### config.mk
export PLATFORM = sky130hd
export DESIGN_NAME = axi2per_res_channel
export DESIGN_NICKNAME = d
export VERILOG_FILES = /design/src/rtl/axi2per_pkg.sv /design/src/rtl/axi2per_res_channel.sv
export SDC_FILE = /design/constraint.sdc
export NUM_CORES = 1
export LEC_CHECK = 0
export ABC_AREA = 1
export BUFFER_PORTS_ARGS = -buffer_cell sky130_fd_sc_hd__buf_2
export CAP_MARGIN = 0
export CORE_ASPECT_RATIO = 1.4
export CORE_UTILIZATION = 50
export CTS_CLUSTER_SIZE = 10
export DETAILED_ROUTE_END_ITERATION = 8
export HOLD_SLACK_MARGIN = 0.05
export MAX_ROUTING_LAYER = met4
export PLACE_DENSITY = 0.85
export SLEW_MARGIN = 20
export SYNTH_ARGS = -nofsm -noshare
export SYNTH_HDL_FRONTEND = slang
export SYNTH_SLANG_ARGS = --single-unit
### constraint.sdc
create_clock -name clk_i -period 1.7 [get_ports clk_i]
set_clock_uncertainty 0.1 [all_clocks]
set_input_delay 0.34 -clock clk_i [delete_from_list [all_inputs] [get_ports clk_i]]
set_output_delay 0.34 -clock clk_i [all_outputs]
set_load 0.01 [all_outputs]
### src/rtl/axi2per_pkg.sv
// Shared definitions for the AXI-to-peripheral bridge.
//   state_t     : response-channel FSM states
//   RESP_OKAY   : AXI OKAY response code
//   RESP_SLVERR : AXI SLVERR response code
package axi2per_pkg;

  typedef enum logic [1:0] {
    IDLE     = 2'b00,
    WAIT_PER = 2'b01,
    SEND_R   = 2'b10,
    SEND_B   = 2'b11
  } state_t;

  localparam logic [1:0] RESP_OKAY   = 2'b00;
  localparam logic [1:0] RESP_SLVERR = 2'b10;

endpackage : axi2per_pkg

### src/rtl/axi2per_res_channel.sv
// Response channel of the AXI-to-peripheral bridge.
// Tracks one outstanding transaction. Request fields are latched when a
// request is accepted. The single peripheral response is turned into either
// an AXI R beat (read) or an AXI B response (write). The AXI valid is
// registered and rises one cycle after the peripheral response.
//
// Optional feature: define AXI2PER_RES_ERR_EN to map the peripheral error
// flag (per_master_r_opc_i) to SLVERR. Without it, resp is always OKAY.
//
// Ports:
//   clk_i, rst_ni                 clock, async active-low reset
//   per_master_r_valid_i/opc_i/   peripheral response (valid, error flag,
//   per_master_r_rdata_i          32-bit read data)
//   axi_slave_r_*                 AXI R channel (64-bit data, single beat)
//   axi_slave_b_*                 AXI B channel
//   trans_req_i/we_i/id_i/        transaction request from the request channel
//   trans_add_i/user_i
//   busy_o                        transaction outstanding
//   done_o                        pulses in the cycle an AXI response handshakes
module axi2per_res_channel
  import axi2per_pkg::*;
#(
  parameter int AXI_ADDR_WIDTH = 32,
  parameter int AXI_DATA_WIDTH = 64,
  parameter int AXI_USER_WIDTH = 6,
  parameter int AXI_ID_WIDTH   = 3
) (
  input  logic                      clk_i,
  input  logic                      rst_ni,

  input  logic                      per_master_r_valid_i,
  input  logic                      per_master_r_opc_i,
  input  logic [31:0]               per_master_r_rdata_i,

  output logic                      axi_slave_r_valid_o,
  output logic [AXI_DATA_WIDTH-1:0] axi_slave_r_data_o,
  output logic [1:0]                axi_slave_r_resp_o,
  output logic                      axi_slave_r_last_o,
  output logic [AXI_ID_WIDTH-1:0]   axi_slave_r_id_o,
  output logic [AXI_USER_WIDTH-1:0] axi_slave_r_user_o,
  input  logic                      axi_slave_r_ready_i,

  output logic                      axi_slave_b_valid_o,
  output logic [1:0]                axi_slave_b_resp_o,
  output logic [AXI_ID_WIDTH-1:0]   axi_slave_b_id_o,
  output logic [AXI_USER_WIDTH-1:0] axi_slave_b_user_o,
  input  logic                      axi_slave_b_ready_i,

  input  logic                      trans_req_i,
  input  logic                      trans_we_i,
  input  logic [AXI_ID_WIDTH-1:0]   trans_id_i,
  input  logic [AXI_ADDR_WIDTH-1:0] trans_add_i,
  input  logic [AXI_USER_WIDTH-1:0] trans_user_i,

  output logic                      busy_o,
  output logic                      done_o
);

  state_t                      state_q;
  logic [AXI_ID_WIDTH-1:0]     id_q;
  logic [AXI_USER_WIDTH-1:0]   user_q;
  logic                        we_q;
  logic                        add2_q;
  logic                        r_valid_q;
  logic                        b_valid_q;
  logic [AXI_DATA_WIDTH-1:0]   data_q;
  logic [1:0]                  resp_q;
  logic [1:0]                  resp_s;

  // Only add[2] selects the 32-bit lane; the other address bits are unused.
  logic                        unused_add_s;
  assign unused_add_s = ^{trans_add_i[AXI_ADDR_WIDTH-1:3], trans_add_i[1:0]};

`ifdef AXI2PER_RES_ERR_EN
  assign resp_s = per_master_r_opc_i ? RESP_SLVERR : RESP_OKAY;
`else
  logic unused_opc_s;
  assign unused_opc_s = per_master_r_opc_i;
  assign resp_s       = RESP_OKAY;
`endif

  always_ff @(posedge clk_i or negedge rst_ni) begin
    if (!rst_ni) begin
      state_q   <= IDLE;
      id_q      <= '0;
      user_q    <= '0;
      we_q      <= 1'b0;
      add2_q    <= 1'b0;
      r_valid_q <= 1'b0;
      b_valid_q <= 1'b0;
      data_q    <= '0;
      resp_q    <= 2'b00;
    end else begin
      case (state_q)
        IDLE: begin
          if (trans_req_i) begin
            id_q    <= trans_id_i;
            user_q  <= trans_user_i;
            we_q    <= trans_we_i;
            add2_q  <= trans_add_i[2];
            state_q <= WAIT_PER;
          end
        end
        WAIT_PER: begin
          if (per_master_r_valid_i) begin
            resp_q <= resp_s;
            if (we_q) begin
              b_valid_q <= 1'b1;
              state_q   <= SEND_B;
            end else begin
              r_valid_q <= 1'b1;
              // The 32-bit word goes to the lane selected by add[2]; the other lane is zero.
              data_q    <= add2_q ? {per_master_r_rdata_i, 32'h0000_0000}
                                  : {32'h0000_0000, per_master_r_rdata_i};
              state_q   <= SEND_R;
            end
          end
        end
        SEND_R: begin
          if (axi_slave_r_ready_i) begin
            r_valid_q <= 1'b0;
            data_q    <= '0;
            resp_q    <= 2'b00;
            id_q      <= '0;
            user_q    <= '0;
            state_q   <= IDLE;
          end
        end
        SEND_B: begin
          if (axi_slave_b_ready_i) begin
            b_valid_q <= 1'b0;
            resp_q    <= 2'b00;
            id_q      <= '0;
            user_q    <= '0;
            state_q   <= IDLE;
          end
        end
        default: begin
          state_q   <= IDLE;
          r_valid_q <= 1'b0;
          b_valid_q <= 1'b0;
        end
      endcase
    end
  end

  // Every channel field is forced to zero while its valid is low.
  assign axi_slave_r_valid_o = r_valid_q;
  assign axi_slave_r_data_o  = r_valid_q ? data_q : '0;
  assign axi_slave_r_resp_o  = r_valid_q ? resp_q : 2'b00;
  assign axi_slave_r_last_o  = r_valid_q;
  assign axi_slave_r_id_o    = r_valid_q ? id_q   : '0;
  assign axi_slave_r_user_o  = r_valid_q ? user_q : '0;

  assign axi_slave_b_valid_o = b_valid_q;
  assign axi_slave_b_resp_o  = b_valid_q ? resp_q : 2'b00;
  assign axi_slave_b_id_o    = b_valid_q ? id_q   : '0;
  assign axi_slave_b_user_o  = b_valid_q ? user_q : '0;

  assign busy_o = (state_q != IDLE);
  // done_o is a same-cycle view of the AXI handshake.
  assign done_o = (r_valid_q & axi_slave_r_ready_i) | (b_valid_q & axi_slave_b_ready_i);

endmodule : axi2per_res_channel

==> impl_metrics.ini <==
[clock_tree]
root_buffer = clkbuf_16
cts_tree = yes
clk_pin_slew_ns = 0.06
insertion_delay_ns = 0.33
h-tree-depth = 3
cts_sinks = 79
clockBufferDepth = 2
numCtsBuffers = 9

[worst_setup_path]
required_ns = 1.26
worstSetupPathType = reg2out
r2r_slack_ns = 0.13
path_max_fanout = 15
ff2ff_path_depth = 7
r2r-start = state_q[1]
slowest_delay_ns = 0.40
critical_path.cell_chain = buf_6 > clkbuf_16 > nand2_1 > inv_1 > buf_2
endpoint_kind = output pin
cpLargestDelayFamily = buffers and inverters
cp-start-kind = flop
cp_slowest_cell = dfrtp_2
r2r-end = id_q[0]
path_buf_inv = 4
crit_arrival_ns = 1.29

[layout]
final_cells = 938
drive_gt1_frac = 0.227
syn_to_final_growth_pct = 27.5
final_area_um2 = 5910
n_antenna_cell = 0
final_nets = 907

[timing]
period_minus_slack_ns = 1.73
setup-violations-final = 47
hold_viol_final = 0
rsz0062_at_grt = yes
fin_setup_tns_ns = -0.356
slew_viol_final = 0
fin_crit_sh = 1.02
fmax_ghz = 0.579
finalWorstSetupSlack_ns = -0.0260

[route]
wire_per_inst_um = 12.2
wl_mm = 11.5
drc = 0
drt-initial-drc-count = 303
routed_via_density = 4.85
vias = 4550
antenna_left = 0
first_pass_iters = 6

[die]
start_util = 0.513
dieArea_um2 = 9670
num_rows = 41
core_area_um2 = 9030
die-height_um = 116
ios = 172
die_w_um = 83.4

[min_path]
hold_class = in2reg
hold-path-cell-count = 3
worstHoldStart = trans_add_i[2]
min_delay_worst_endpoint = add2_q

[global_route]
antenna_found_initial = 0
grt_max_degree = 66
grt_pass1_vias = 3953
overflow = 0
track_usage = 0.244
grt_first_pass_wirelength_mm = 18.3

[pwr]
p_per_area_nw_per_um2 = 1520
power_mw = 8.95
peakVddDrop_uv = 1070
power_leakage_nw = 4.33

[synthesis]
synth-seq-cells = 79
yosysUniqueCellTypes = 18
synth_edf_count = 0
yosysTopAreaCellShare = 0.426
async_flop_share = 1.00
syn-instance-count = 706
netlist_top_cells_area = dfrtp_1 43%, nand2_1 23%, inv_1 13%
synth_top_area_cell = dfrtp_1
syn-cell-area_um2 = 4640
synth.avg_cell_area_um2 = 6.57
yosysMostFrequentCell = nand2_1
synthFlopType = dfrtp_1
synthTopCellsByCount = 278 x nand2_1, 164 x inv_1, 79 x dfrtp_1, 65 x nand4_1, 44 x nor2_1
ys_seq_area_frac = 0.426
yosysWarnings = 0

[placement]
dpl.cell_count = 916
dpl.hpwl_mm = 7.44
port_buffers = 135
placed_cell_area_um2 = 5410
routabilityCongestion = 0.806

[run_status]
violations = negative setup slack
status = finished, violations left

[job]
cap_violations = 0
==> logic make-up (layout without fill, tap and decap cells) <==
group                  Yosys count  count (layout)  synth area share
AND/OR/NAND/NOR                404             404             0.372
buffers and inverters          218             340             0.195
AO/OA/AOI/OAI                    4               4           0.00486
flip-flops                      79              79             0.426
other                            1               4          0.000809
==> registers in the layout, indices dropped and copies added (netlist names) <==
| register | cells |
|---|---|
| id_q | 3 |
| axi_slave_r_last_o | 1 |
| we_q | 1 |
| state_q | 2 |
| user_q | 6 |
| data_q | 64 |
| add2_q | 1 |
| axi_slave_b_valid_o | 1 |
==> metal layers <==
metal	routed length, µm	vias to the layer above	GRT usage
met4	213	0	0.0954
met2	6110	162	0.426
met1	4580	2065	0.284
li1	-	2309	-
met5	0	-	-
met3	548	14	0.0370
==> worst min-delay path, delay by kind of cell <==
kind / cells / cell delay, ns
simple gates: 2 / 0.15
buf+inv: 1 / 0.08
==> cell type report <==
cell class                      count  area (µm²)
Inverter                          165         619
Tap cell                          107         134
Clock buffer                       10         239
Timing Repair Buffer              159        1050
Multi-Input combinational cell    412        1780
Sequential cell                    79        1980
Fill cell                         838        3120
Clock inverter                      6         108
==> worst max path at each step <==
stage | startpoint | end | slack [ns] | depth (start not counted)
floorplan | axi_slave_r_last_o | axi_slave_r_data_o[33] | 0.12 | 4
global placement | state_q[1] | user_q[0] | 0.12 | 6
detailed placement | state_q[1] | id_q[2] | 0.06 | 6
CTS | axi_slave_r_last_o | axi_slave_r_data_o[35] | -0.04 | 5
finish | axi_slave_r_last_o | axi_slave_r_data_o[19] | -0.03 | 5
global route | axi_slave_r_last_o | axi_slave_r_data_o[19] | -0.08 | 5
==> placed cells by master (no fill, tap or decap), types with 3 or more instances in the layout <==
cell,n
nand2_1,274
inv_1,163
buf_2,130
dfrtp_1,75
nand4_1,65
nor2_1,43
nand3_1,13
buf_4,11
clkbuf_16,10
buf_12,8
buf_6,6
nand2_2,5
conb_1,4
dfrtp_2,4
a21oi_1,3
bufinv_16,3
==> what timing repair did <==
action                                  4_1_cts  5_1_grt
gates cloned                                  2        1
endpoints found under the setup margin       64       86
buffers inserted                              2        0
endpoints found under the hold margin        17        0
gates resized for setup                       7        8
hold buffers                                  1        0
==> metrics by stage <==
| stage | setup WS, ns | utilization | hold slack, ns |
|---|---|---|---|
| final | -0.0260 | 0.655 | 0.162 |
| after global routing | -0.0843 | 0.655 | 0.195 |
| after CTS | -0.0382 | 0.649 | 0.151 |
| after detailed placement | 0.0628 | 0.599 | 0.146 |
| after global placement | 0.122 | 0.599 | 0.147 |
| after floorplan | 0.119 | - | -0.0556 |
==> power breakdown <==
group	total [mW]	switching [mW]	leakage, nW	internal [mW]
Sequential	2.99	0.477	1.06	2.51
Clock	2.22	0.753	0.168	1.47
Combinational	3.75	2.36	3.10	1.38
No activity file was read; power rests on OpenSTA's default activity.
